$ cat config.mk
export PLATFORM = sky130hd
export DESIGN_NAME = control_unit
export DESIGN_NICKNAME = d
export VERILOG_FILES = /design/src/rtl/cu_pkg.sv /design/src/rtl/control_unit_mem_handshake.sv /design/src/rtl/control_unit.sv
export SDC_FILE = /design/constraint.sdc
export NUM_CORES = 1
export LEC_CHECK = 0
export CAP_MARGIN = 20
export CORE_MARGIN = 2
export CORE_UTILIZATION = 40
export CTS_CLUSTER_SIZE = 28
export DETAILED_ROUTE_END_ITERATION = 6
export PLACE_DENSITY = 0.95
export SKIP_LAST_GASP = 1
export SYNTH_ARGS = -nofsm -noshare
export SYNTH_HDL_FRONTEND = slang
export SYNTH_SLANG_ARGS = --single-unit
$ cat constraint.sdc
create_clock -name clk -period 8.1 [get_ports clk]
set_clock_uncertainty 0.2 [all_clocks]
set_input_delay 2.43 -clock clk [delete_from_list [all_inputs] [get_ports clk]]
set_output_delay 2.43 -clock clk [all_outputs]
set_load 0.05 [all_outputs]
$ cat src/rtl/cu_pkg.sv
`default_nettype none
// ============================================================================
// cu_pkg -- FSM states, opcodes, ALU codes and strobe bit positions for control_unit
// Rev 1.0
// ============================================================================
package cu_pkg;

    typedef enum logic [3:0] {
        ST_RESET, ST_T0, ST_T1, ST_T2, ST_T3, ST_T4, ST_T5, ST_T6, ST_T7, ST_HALT, ST_FAULT
    } state_t;

    localparam logic [4:0] OP_LD   = 5'd0;
    localparam logic [4:0] OP_LDI  = 5'd1;
    localparam logic [4:0] OP_ST   = 5'd2;
    localparam logic [4:0] OP_ADD  = 5'd3;
    localparam logic [4:0] OP_SUB  = 5'd4;
    localparam logic [4:0] OP_AND  = 5'd5;
    localparam logic [4:0] OP_OR   = 5'd6;
    localparam logic [4:0] OP_SHR  = 5'd7;
    localparam logic [4:0] OP_SHL  = 5'd8;
    localparam logic [4:0] OP_ROR  = 5'd9;
    localparam logic [4:0] OP_ROL  = 5'd10;
    localparam logic [4:0] OP_ADDI = 5'd11;
    localparam logic [4:0] OP_ANDI = 5'd12;
    localparam logic [4:0] OP_ORI  = 5'd13;
    localparam logic [4:0] OP_MUL  = 5'd14;
    localparam logic [4:0] OP_DIV  = 5'd15;
    localparam logic [4:0] OP_JR   = 5'd16;
    localparam logic [4:0] OP_MFHI = 5'd17;
    localparam logic [4:0] OP_MFLO = 5'd18;
    localparam logic [4:0] OP_IN   = 5'd19;
    localparam logic [4:0] OP_OUT  = 5'd20;
    localparam logic [4:0] OP_NOP  = 5'd21;
    localparam logic [4:0] OP_HALT = 5'd22;

    localparam logic [3:0] ALU_ADD = 4'd0;
    localparam logic [3:0] ALU_SUB = 4'd1;
    localparam logic [3:0] ALU_AND = 4'd2;
    localparam logic [3:0] ALU_OR  = 4'd3;
    localparam logic [3:0] ALU_SHR = 4'd4;
    localparam logic [3:0] ALU_SHL = 4'd5;
    localparam logic [3:0] ALU_ROR = 4'd6;
    localparam logic [3:0] ALU_ROL = 4'd7;
    localparam logic [3:0] ALU_MUL = 4'd8;
    localparam logic [3:0] ALU_DIV = 4'd9;

    localparam int RS_REGFILE = 0;
    localparam int RS_HI      = 1;
    localparam int RS_LO      = 2;
    localparam int RS_ZHI     = 3;
    localparam int RS_ZLO     = 4;
    localparam int RS_PC      = 5;
    localparam int RS_MDR     = 6;
    localparam int RS_INPORT  = 7;
    localparam int RS_C       = 8;

    localparam int WE_REGFILE = 0;
    localparam int WE_HI      = 1;
    localparam int WE_LO      = 2;
    localparam int WE_PC      = 3;
    localparam int WE_Z       = 4;
    localparam int WE_MDR     = 5;
    localparam int WE_IR      = 6;
    localparam int WE_Y       = 7;
    localparam int WE_MAR     = 8;
    localparam int WE_OUTPORT = 9;

    // Address-forming instructions (ld, ldi, st) fall through to ADD.
    function automatic logic [3:0] alu_code(input logic [4:0] op);
        logic [3:0] code;
        case (op)
            OP_SUB:          code = ALU_SUB;
            OP_AND, OP_ANDI: code = ALU_AND;
            OP_OR, OP_ORI:   code = ALU_OR;
            OP_SHR:          code = ALU_SHR;
            OP_SHL:          code = ALU_SHL;
            OP_ROR:          code = ALU_ROR;
            OP_ROL:          code = ALU_ROL;
            OP_MUL:          code = ALU_MUL;
            OP_DIV:          code = ALU_DIV;
            default:         code = ALU_ADD;
        endcase
        return code;
    endfunction

endpackage
`default_nettype wire

$ cat src/rtl/control_unit_mem_handshake.sv
`default_nettype none
// ============================================================================
// mem_handshake -- request/ready completion tracking; CU_TIMEOUT_EN adds a wait-cycle timeout
// Rev 1.0
// ============================================================================
module mem_handshake #(
    parameter int MEM_WAIT_MAX = 15
) (
    input  logic clk,
    input  logic rst,
    input  logic req,
    input  logic ready,
    output logic done,
    output logic timeout
);

    assign done = req & ready;

`ifdef CU_TIMEOUT_EN
    localparam int CNT_W = $clog2(MEM_WAIT_MAX + 1);

    logic [CNT_W-1:0] wait_cnt;

    // Memory states are never back to back, so clearing while idle covers state entry.
    always_ff @(posedge clk) begin
        if (rst || !req || ready) begin
            wait_cnt <= '0;
        end else begin
            wait_cnt <= wait_cnt + 1'b1;
        end
    end

    assign timeout = req & ~ready & (wait_cnt == CNT_W'(MEM_WAIT_MAX - 1));
`else
    localparam int unused_wait_max = MEM_WAIT_MAX;
    logic unused_inputs;
    assign unused_inputs = clk ^ rst;
    assign timeout       = 1'b0;
`endif

endmodule
`default_nettype wire

$ cat src/rtl/control_unit.sv
`default_nettype none
// ============================================================================
// control_unit -- Mini-SRC hardwired fetch/execute sequencer (CU_TIMEOUT_EN: memory timeout to FAULT)
// Rev 1.0
// ============================================================================
module control_unit #(
    parameter int MEM_WAIT_MAX = 15
) (
    input  logic        clk,
    input  logic        in_reset,
    input  logic [31:0] in_ir,
    input  logic        in_mem_ready,
    output logic [8:0]  out_read_sel,
    output logic [9:0]  out_write_en,
    output logic [3:0]  out_regfile_location,
    output logic [3:0]  out_alu_opcode,
    output logic        out_mdr_select,
    output logic        out_inc_pc,
    output logic        out_BAout,
    output logic        out_reg_clear,
    output logic        out_mem_read,
    output logic        out_mem_write,
    output logic        out_instr_done,
    output logic        out_run,
    output logic        out_fault
);
    import cu_pkg::*;

    state_t state;

    logic [4:0] op;
    logic [3:0] ra, rb, rc;
    logic       is_alu, is_imm, is_addr, is_md;
    logic       rd_req, wr_req, mem_done, mem_timeout;
    logic       unused_ir;

    assign op = in_ir[31:27];
    assign ra = in_ir[26:23];
    assign rb = in_ir[22:19];
    assign rc = in_ir[18:15];
    assign unused_ir = ^in_ir[14:0];

    assign is_alu  = (op >= OP_ADD) && (op <= OP_ROL);
    assign is_imm  = (op >= OP_ADDI) && (op <= OP_ORI);
    assign is_addr = (op == OP_LD) || (op == OP_LDI) || (op == OP_ST);
    assign is_md   = (op == OP_MUL) || (op == OP_DIV);

    // Opcode is only trusted from T3 on, so the fetch read in T1 is decoded from state alone.
    assign rd_req = (state == ST_T1) || ((state == ST_T6) && (op == OP_LD));
    assign wr_req = (state == ST_T7) && (op == OP_ST);

    mem_handshake #(
        .MEM_WAIT_MAX (MEM_WAIT_MAX)
    ) u_mem_handshake (
        .clk     (clk),
        .rst     (in_reset),
        .req     (rd_req | wr_req),
        .ready   (in_mem_ready),
        .done    (mem_done),
        .timeout (mem_timeout)
    );

    always_ff @(posedge clk) begin
        if (in_reset) begin
            state <= ST_RESET;
        end else begin
            case (state)
                ST_RESET: state <= ST_T0;
                ST_T0:    state <= ST_T1;
                ST_T1: begin
                    if (mem_done)         state <= ST_T2;
                    else if (mem_timeout) state <= ST_FAULT;
                end
                ST_T2:    state <= ST_T3;
                ST_T3: begin
                    if (is_alu || is_imm || is_addr || is_md) state <= ST_T4;
                    else if (op == OP_HALT)                   state <= ST_HALT;
                    else if (op > OP_HALT)                    state <= ST_FAULT;
                    else                                      state <= ST_T0;
                end
                ST_T4:    state <= ST_T5;
                ST_T5: begin
                    if (is_md || (op == OP_LD) || (op == OP_ST)) state <= ST_T6;
                    else                                         state <= ST_T0;
                end
                ST_T6: begin
                    if (op == OP_LD) begin
                        if (mem_done)         state <= ST_T7;
                        else if (mem_timeout) state <= ST_FAULT;
                    end else if (op == OP_ST) begin
                        state <= ST_T7;
                    end else begin
                        state <= ST_T0;
                    end
                end
                ST_T7: begin
                    if (op == OP_ST) begin
                        if (mem_done)         state <= ST_T0;
                        else if (mem_timeout) state <= ST_FAULT;
                    end else begin
                        state <= ST_T0;
                    end
                end
                ST_HALT:  state <= ST_HALT;
                ST_FAULT: state <= ST_FAULT;
                default:  state <= ST_FAULT;
            endcase
        end
    end

    always_comb begin
        out_read_sel         = '0;
        out_write_en         = '0;
        out_regfile_location = '0;
        out_alu_opcode       = '0;
        out_mdr_select       = 1'b0;
        out_inc_pc           = 1'b0;
        out_BAout            = 1'b0;
        out_reg_clear        = 1'b0;
        out_mem_read         = rd_req;
        out_mem_write        = wr_req;
        out_instr_done       = 1'b0;
        out_run              = 1'b1;
        case (state)
            ST_RESET: out_reg_clear = 1'b1;
            ST_T0: begin
                out_read_sel[RS_PC]  = 1'b1;
                out_write_en[WE_MAR] = 1'b1;
                out_write_en[WE_PC]  = 1'b1;
                out_inc_pc           = 1'b1;
            end
            ST_T1: begin
                out_mdr_select       = 1'b1;
                out_write_en[WE_MDR] = mem_done;
            end
            ST_T2: begin
                out_read_sel[RS_MDR] = 1'b1;
                out_write_en[WE_IR]  = 1'b1;
            end
            ST_T3: begin
                if (is_alu || is_imm || is_addr) begin
                    out_read_sel[RS_REGFILE] = 1'b1;
                    out_regfile_location     = rb;
                    out_write_en[WE_Y]       = 1'b1;
                    out_BAout                = is_addr;
                end else if (is_md) begin
                    out_read_sel[RS_REGFILE] = 1'b1;
                    out_regfile_location     = ra;
                    out_write_en[WE_Y]       = 1'b1;
                end else begin
                    out_regfile_location = ra;
                    case (op)
                        OP_MFHI: begin
                            out_read_sel[RS_HI]      = 1'b1;
                            out_write_en[WE_REGFILE] = 1'b1;
                            out_instr_done           = 1'b1;
                        end
                        OP_MFLO: begin
                            out_read_sel[RS_LO]      = 1'b1;
                            out_write_en[WE_REGFILE] = 1'b1;
                            out_instr_done           = 1'b1;
                        end
                        OP_IN: begin
                            out_read_sel[RS_INPORT]  = 1'b1;
                            out_write_en[WE_REGFILE] = 1'b1;
                            out_instr_done           = 1'b1;
                        end
                        OP_OUT: begin
                            out_read_sel[RS_REGFILE] = 1'b1;
                            out_write_en[WE_OUTPORT] = 1'b1;
                            out_instr_done           = 1'b1;
                        end
                        OP_JR: begin
                            out_read_sel[RS_REGFILE] = 1'b1;
                            out_write_en[WE_PC]      = 1'b1;
                            out_instr_done           = 1'b1;
                        end
                        OP_NOP:  out_instr_done = 1'b1;
                        default: out_instr_done = 1'b0;
                    endcase
                end
            end
            ST_T4: begin
                if (is_md) begin
                    out_read_sel[RS_REGFILE] = 1'b1;
                    out_regfile_location     = rb;
                end else if (is_alu) begin
                    out_read_sel[RS_REGFILE] = 1'b1;
                    out_regfile_location     = rc;
                end else begin
                    out_read_sel[RS_C] = 1'b1;
                end
                out_alu_opcode     = alu_code(op);
                out_write_en[WE_Z] = 1'b1;
            end
            ST_T5: begin
                out_read_sel[RS_ZLO] = 1'b1;
                if (is_md) begin
                    out_write_en[WE_LO] = 1'b1;
                end else if ((op == OP_LD) || (op == OP_ST)) begin
                    out_write_en[WE_MAR] = 1'b1;
                end else begin
                    out_write_en[WE_REGFILE] = 1'b1;
                    out_regfile_location     = ra;
                    out_instr_done           = 1'b1;
                end
            end
            ST_T6: begin
                if (is_md) begin
                    out_read_sel[RS_ZHI] = 1'b1;
                    out_write_en[WE_HI]  = 1'b1;
                    out_instr_done       = 1'b1;
                end else if (op == OP_LD) begin
                    out_mdr_select       = 1'b1;
                    out_write_en[WE_MDR] = mem_done;
                end else begin
                    out_read_sel[RS_REGFILE] = 1'b1;
                    out_regfile_location     = ra;
                    out_write_en[WE_MDR]     = 1'b1;
                end
            end
            ST_T7: begin
                if (op == OP_ST) begin
                    out_instr_done = mem_done;
                end else begin
                    out_read_sel[RS_MDR]     = 1'b1;
                    out_write_en[WE_REGFILE] = 1'b1;
                    out_regfile_location     = ra;
                    out_instr_done           = 1'b1;
                end
            end
            default: out_run = 1'b0;
        endcase
    end

`ifdef CU_TIMEOUT_EN
    assign out_fault = (state == ST_FAULT);
`else
    assign out_fault = 1'b0;
`endif

endmodule
`default_nettype wire

# == Yosys cells after proc, flatten, opt, wreduce, memory -nomap -nowiden ==
# Memory sizes are Yosys's and may differ from the RTL's.
# Index checks and enable logic that the tools add are counted.
# classes
n_reduce_logical,21
bitwise,2
n_eq_ne,23
n_lt_le_gt_ge,5
n_mux,85
# ops
operator,count
$mux 4,19
$mux 1,52
$pmux 4 s10,1
$eq 5x5->1 const B,7
$pmux 4 s5,1
$eq 4x3->1 const B,4
$eq 5x4->1 const B,2
$le 5x4->1 const B,2
$logic_or 1x1->1,10
$pmux 1 s2,5
$reduce_or 9->1,1
$eq 4x2->1 const B,2
$eq 4x4->1 const B,2
$mux 2,3
$ne 3x3->1 const B,2
$pmux 1 s3,2
$reduce_or 6->1,1
$eq 5x1->1 const B,1
$eq 5x2->1 const B,1
$ge 5x2->1 const B,1
$ge 5x4->1 const B,1
$gt 5x5->1 const B,1
$logic_not 5->1,1
$eq 4x1->1 const B,1
other kinds (10),13
# totals
elab_cells,138
reg_bits,4
mem_count,1
romBits,64
# memory_table
name,depth,word_bits,rd,rd_clocked_by_memory_dff,wr,line,rtl
(no name shown),16,4,1,0,0,cu_pkg.sv:71,case (op)

# == Logic depth before layout (Yosys ltp) ==
# Gate-level depths: netlist of the first run.
# depth
word_depth,8
ltp_mapped,8

# == Cells and area by module ==
# Synthesis of the first run repeated with hierarchy kept, for this count alone.
# unflattened
hier_cells,181
hier_area_um2,1179.9
# by_module_without_submodules
mod,cells_each,n_inst,seq_area_each_um2,area_per_inst_um2
control_unit,178,1,80.1,1162.4
mem_handshake,3,1,0.0,17.5

# == Least setup slack after synthesis of the first run ==
# No wires, ideal clock.
# synth_timing
path_type,in2out
startpoint,in in_ir[27]
endpoint,out out_instr_done
path_stages,7
arrival_ns,4.619
setup_slack_ns,0.851
path_cell_list,inv_1 > ha_1 > clkbuf_1 > nor2_1 > or3_1 > nor2_1 > or3_1
# synth_via
elab_chain_cells,7
word_cells_on_any_way,37
cone_classes,order compare (4); eq/ne (10); mux (8); bitwise (2); reduce/logical (13)
# synth_lines
element,line,rtl
from (decl),control_unit.sv:11,"input logic [31:0] in_ir,"
"parallel branches: the longest is 6 deep, another holds $ge 5x2->1",--,
$pmux 1 s4 (*),control_unit.sv:124,case (state)
to (decl),control_unit.sv:23,"output logic out_instr_done,"
# Every way passes the cells marked *.

# == Final worst setup path of the first run ==
# layout_timing
startpoint,in in_ir[28]
endpoint,out out_write_en[0]
# layout_via
elab_chain_cells,6
word_cells_on_any_way,28
cone_classes,order compare (4); eq/ne (7); mux (7); reduce/logical (10)
# layout_lines
element,line,rtl
"$ge 5x2->1, or another cell as far along",control_unit.sv:43,assign is_alu = (op >= OP_ADD) && (op <= OP_ROL);
"$logic_and 1x1->1, or another cell as far along",control_unit.sv:43,
"$logic_or 1x1->1, or another cell as far along",control_unit.sv:141,if (is_alu || is_imm || is_addr) begin
$logic_or 1x1->1 or $mux 1 (tied branches),"control_unit.sv:141, control_unit.sv:146",
$mux 1,control_unit.sv:141,
$pmux 1 s3 (*),control_unit.sv:124,
to (decl),control_unit.sv:14,"output logic [9:0] out_write_en,"
# Mark *: on every way between the ends. The rest lies on a longest branch, timed or not.

==> report_table.html, run 1 <==
<table>
<tr><th>Metric</th><th>Value</th></tr>
<tr><th colspan="2">Synth</th></tr>
<tr><td>Synth async-reset ratio</td><td>0%</td></tr>
<tr><td>Flip-flop and latch count after synthesis</td><td>4</td></tr>
<tr><td>Number of synthesized flops with an enable pin</td><td>0</td></tr>
<tr><td>Post-synthesis average cell area</td><td>6.829 sq um</td></tr>
<tr><td>Yosys warns</td><td>0</td></tr>
<tr><td>Count of distinct cell types in the synthesized netlist</td><td>54</td></tr>
<tr><td>Main flop type after synthesis</td><td>sky130_fd_sc_hd__dfxtp_1</td></tr>
<tr><td>Gate Count Post-Synth</td><td>166</td></tr>
<tr><td>Sequential element share of the synthesized area</td><td>7.064%</td></tr>
<tr><td>Combined area of all synthesized cells</td><td>1134 sq um</td></tr>
<tr><td>Net Count, Synth</td><td>207</td></tr>
<tr><th colspan="2">Route</th></tr>
<tr><td>Iteration count of the initial detailed-routing pass</td><td>4</td></tr>
<tr><td>Drt first-iter violations</td><td>66</td></tr>
<tr><td>Final routed wirelength across all metal layers</td><td>3.495 mm</td></tr>
<tr><td>Via/cell ratio</td><td>5.943</td></tr>
<tr><td>Final routed wire length divided by cell count</td><td>14.15 microns</td></tr>
<tr><td>Detail Route Antenna Nets</td><td>0</td></tr>
<tr><td>Number of design rule violations left after detail routing</td><td>0</td></tr>
<tr><td>Vias after detailed routing</td><td>1468</td></tr>
<tr><th colspan="2">CTS</th></tr>
<tr><td>CTS buffer count</td><td>3</td></tr>
<tr><td>Clock transition at the register clock pins on the worst setup and hold paths after CTS</td><td>40 ps</td></tr>
<tr><td>Sink count of the clock tree</td><td>4</td></tr>
<tr><td>Count of cells resized by post-cts repair</td><td>0</td></tr>
<tr><td>Total setup buffers inserted after CTS</td><td>0</td></tr>
<tr><td>Maximum clock insertion buffer count</td><td>2</td></tr>
<tr><td>Skew-Pair Late Insertion Delay</td><td>230 ps</td></tr>
<tr><td>TritonCTS clock tree</td><td>yes</td></tr>
<tr><td>Count of H-tree levels built during CTS</td><td>1</td></tr>
<tr><td>Clock root buffer</td><td>sky130_fd_sc_hd__clkbuf_4</td></tr>
<tr><td>Hold buffer count at CTS</td><td>0</td></tr>
<tr><th colspan="2">Die</th></tr>
<tr><td>Number of standard-cell rows in the floorplan</td><td>19</td></tr>
<tr><td>Core outline area</td><td>2734 sq um</td></tr>
<tr><td>Number of placed I/O pins</td><td>71</td></tr>
<tr><td>Floorplan die area</td><td>3276 sq um</td></tr>
<tr><td>Floorplan die height</td><td>57.24 microns</td></tr>
<tr><td>Horizontal die dimension</td><td>57.24 microns</td></tr>
<tr><td>Effective utilization at floorplan</td><td>41.46%</td></tr>
<tr><th colspan="2">Status</th></tr>
<tr><td>Result of the run</td><td>finished clean</td></tr>
<tr><th colspan="2">STA</th></tr>
<tr><td>Worst-case headroom to the max-slew limit</td><td>63.88%</td></tr>
<tr><td>Worst slew pin tran</td><td>537.2 ps</td></tr>
<tr><td>Final cycle utilization of the critical path</td><td>96.26%</td></tr>
<tr><td>Clock period minus final worst setup slack</td><td>7797 ps</td></tr>
<tr><td>Count of final hold-check violations</td><td>0</td></tr>
<tr><td>RSZ-0062 raised after global routing</td><td>no</td></tr>
<tr><td>Final Max Tran Viols</td><td>0</td></tr>
<tr><td>Peak clock frequency supported by timing</td><td>128.3 MHz</td></tr>
<tr><td>Final setup viols</td><td>0</td></tr>
<tr><td>Setup TNS after final layout</td><td>0 ps</td></tr>
<tr><th colspan="2">Final layout</th></tr>
<tr><td>Antenna diodes</td><td>0</td></tr>
<tr><td>Number of flip-flops under the largest register name</td><td>4</td></tr>
<tr><td>Top library cells by usage in the layout, fill and taps aside</td><td>sky130_fd_sc_hd__clkdlybuf4s50_1, sky130_fd_sc_hd__nor2_1, sky130_fd_sc_hd__buf_4</td></tr>
<tr><td>Most flop-heavy register</td><td>state</td></tr>
<tr><td>Count of nets after finishing</td><td>259</td></tr>
<tr><td>Layout cell share with drive strength beyond 1</td><td>13.89%</td></tr>
<tr><td>Layout Utilization</td><td>61.51%</td></tr>
<tr><td>Top Registers</td><td>state x4</td></tr>
<tr><td>Commonest non-fill, non-tap cell in the layout</td><td>sky130_fd_sc_hd__clkdlybuf4s50_1</td></tr>
<tr><td>Area growth, synth to finish</td><td>48.34%</td></tr>
<tr><th colspan="2">Global route</th></tr>
<tr><td>Combined global-route utilization of all metal layers</td><td>21.48%</td></tr>
<tr><td>First-pass GRT wire length</td><td>5.927 mm</td></tr>
<tr><td>Leftover overflow at the end of global routing</td><td>0</td></tr>
<tr><td>Largest net degree at the start of global routing</td><td>17</td></tr>
<tr><td>Vias in the first global route</td><td>1362</td></tr>
<tr><td>Number of antenna violations at the first check in global routing</td><td>0</td></tr>
<tr><th colspan="2">Power</th></tr>
<tr><td>Power density of the placed cells</td><td>238.9 nW/um^2</td></tr>
<tr><td>Pleak</td><td>0.0006797 uW</td></tr>
<tr><td>Maximum vdd ir drop</td><td>258.9 uV</td></tr>
<tr><th colspan="2">Placed design</th></tr>
<tr><td>Half-perimeter wire length after placement</td><td>2.706 mm</td></tr>
<tr><td>Final RePlAce weighted congestion</td><td>0.8680</td></tr>
<tr><td>Port Buf Inserts</td><td>54</td></tr>
<tr><th colspan="2">Run</th></tr>
<tr><td>Max Cap Viol</td><td>0</td></tr>
<tr><th colspan="2">Worst setup path</th></tr>
<tr><td>Category of the worst setup path launch point</td><td>input pin</td></tr>
<tr><td>Start-to-end type of the worst setup path</td><td>in -&gt; out</td></tr>
<tr><td>Crit path required time</td><td>5470 ps</td></tr>
<tr><td>Peak fanout along the critical path</td><td>10</td></tr>
<tr><td>CP endpoint kind</td><td>primary output</td></tr>
<tr><td>Data arrival at the endpoint of the critical path</td><td>5170 ps</td></tr>
<tr><th colspan="2">Min path</th></tr>
<tr><td>Hold crit path type</td><td>reg -&gt; reg</td></tr>
</table>
-- area by class of cell --
class                      instances  area (sq um)
multi-input combinational        137         938.4
fill                             246          1052
sequential                         4         80.08
clock buffer                       3         22.52
tap                               31         38.79
timing repair buffer              59         553.0
inverter                          13         48.80
-- layer usage --
layer	vias up	track usage [%]	share of wire (%)
met5	-	0	0
met4	0	5.316	1.5
li1	716	-	-
met3	6	2.494	6.9
met1	672	28.77	43
met2	74	36.78	49
-- cells in the mapped netlist, types with 2 or more instances --
cell / number / area (sq um)
sky130_fd_sc_hd__nor2_1: 18 / 67.56
sky130_fd_sc_hd__a21oi_1: 12 / 60.06
sky130_fd_sc_hd__inv_1: 12 / 45.04
sky130_fd_sc_hd__nand2_1: 10 / 37.54
sky130_fd_sc_hd__nor3_1: 10 / 50.05
sky130_fd_sc_hd__clkbuf_1: 6 / 22.52
sky130_fd_sc_hd__ha_1: 6 / 75.07
sky130_fd_sc_hd__nand2b_1: 6 / 37.54
sky130_fd_sc_hd__o21ai_0: 6 / 30.03
sky130_fd_sc_hd__and2_1: 5 / 31.28
sky130_fd_sc_hd__nor2b_1: 5 / 31.28
sky130_fd_sc_hd__a22oi_1: 4 / 30.03
sky130_fd_sc_hd__dfxtp_1: 4 / 80.08
sky130_fd_sc_hd__o221ai_1: 4 / 35.03
sky130_fd_sc_hd__o31ai_1: 4 / 30.03
sky130_fd_sc_hd__buf_4: 3 / 22.52
sky130_fd_sc_hd__or3_1: 3 / 18.77
sky130_fd_sc_hd__a211oi_1: 2 / 15.01
sky130_fd_sc_hd__a21o_1: 2 / 15.01
sky130_fd_sc_hd__a221oi_1: 2 / 17.52
sky130_fd_sc_hd__and4b_1: 2 / 20.02
sky130_fd_sc_hd__buf_2: 2 / 10.01
sky130_fd_sc_hd__nand3_1: 2 / 10.01
sky130_fd_sc_hd__nor4b_2: 2 / 30.03
sky130_fd_sc_hd__o21bai_1: 2 / 15.01
sky130_fd_sc_hd__o22ai_1: 2 / 12.51
sky130_fd_sc_hd__o31a_1: 2 / 17.52
sky130_fd_sc_hd__or4b_1: 2 / 20.02
-- critical path, stage by stage --
cell                              delay, ps
sky130_fd_sc_hd__clkdlybuf4s50_1        590
sky130_fd_sc_hd__inv_1                  190
sky130_fd_sc_hd__ha_1                   320
sky130_fd_sc_hd__or4b_4                 570
sky130_fd_sc_hd__o311ai_4                90
sky130_fd_sc_hd__a21oi_2                110
sky130_fd_sc_hd__nand2b_4               150
sky130_fd_sc_hd__clkdlybuf4s50_1        710
-- kinds of logic after synthesis --
logic type	share of synthesized area (%)
buffers and inverters	10.15
adders and majority gates	6.622
DFF	7.064
and+or+nand+nor	38.19
other	0.3308
AOI/OAI and AO/OA	35.98
xor gates and xnor gates	0.7728
muxes	0.8830
-- report_power, final --
group / switching (uW) / internal [uW]
Clock: 8.28 / 16.6
Sequential: 24.5 / 27.1
Combinational: 208 / 117
Total: 241 / 161
-- metrics by stage --
| step | total power (uW) | setup slack (ps) | hold WS, ps | instances | cell area, sq um |
|---|---|---|---|---|---|
| 6_report | 401.7 | 302.7 | 627.2 | 247 | 1682 |
| 5_1_grt | 425.3 | 179.0 | 669.1 | 247 | 1682 |
| 4_1_cts | 399.7 | 314.7 | 612.3 | 247 | 1682 |
| 3_5_place_dp | 374.0 | 322.3 | 604.9 | 244 | 1659 |
| 3_3_place_gp | 370.2 | 336.3 | 602.8 | 244 | 1659 |
| 2_1_floorplan | 284.2 | 851.0 | 556.1 | 166 | 1134 |
-- final timing paths --
check	from	cells past startpoint	to	slack (ps)
setup / recovery	in_ir[28]	8	out_write_en[0]	300
hold / removal	state[0]	3	state[3]	630
setup reg to reg	state[3]	4	state[3]	5920
hold reg to reg	state[0]	3	state[3]	630
No activity file was read; power rests on OpenSTA's default activity.
==> run 2: changes to the inputs <==
CAP_MARGIN = default   (was 20)
==> results of run 2 <==
Same layout as run 1: the final DEF is identical, and so are final timing and power.
==> run 3: changes to the inputs <==
SLEW_MARGIN = 30   (was default)
==> results of run 3 <==
Same layout as run 1: the final DEF is identical, and so are final timing and power.
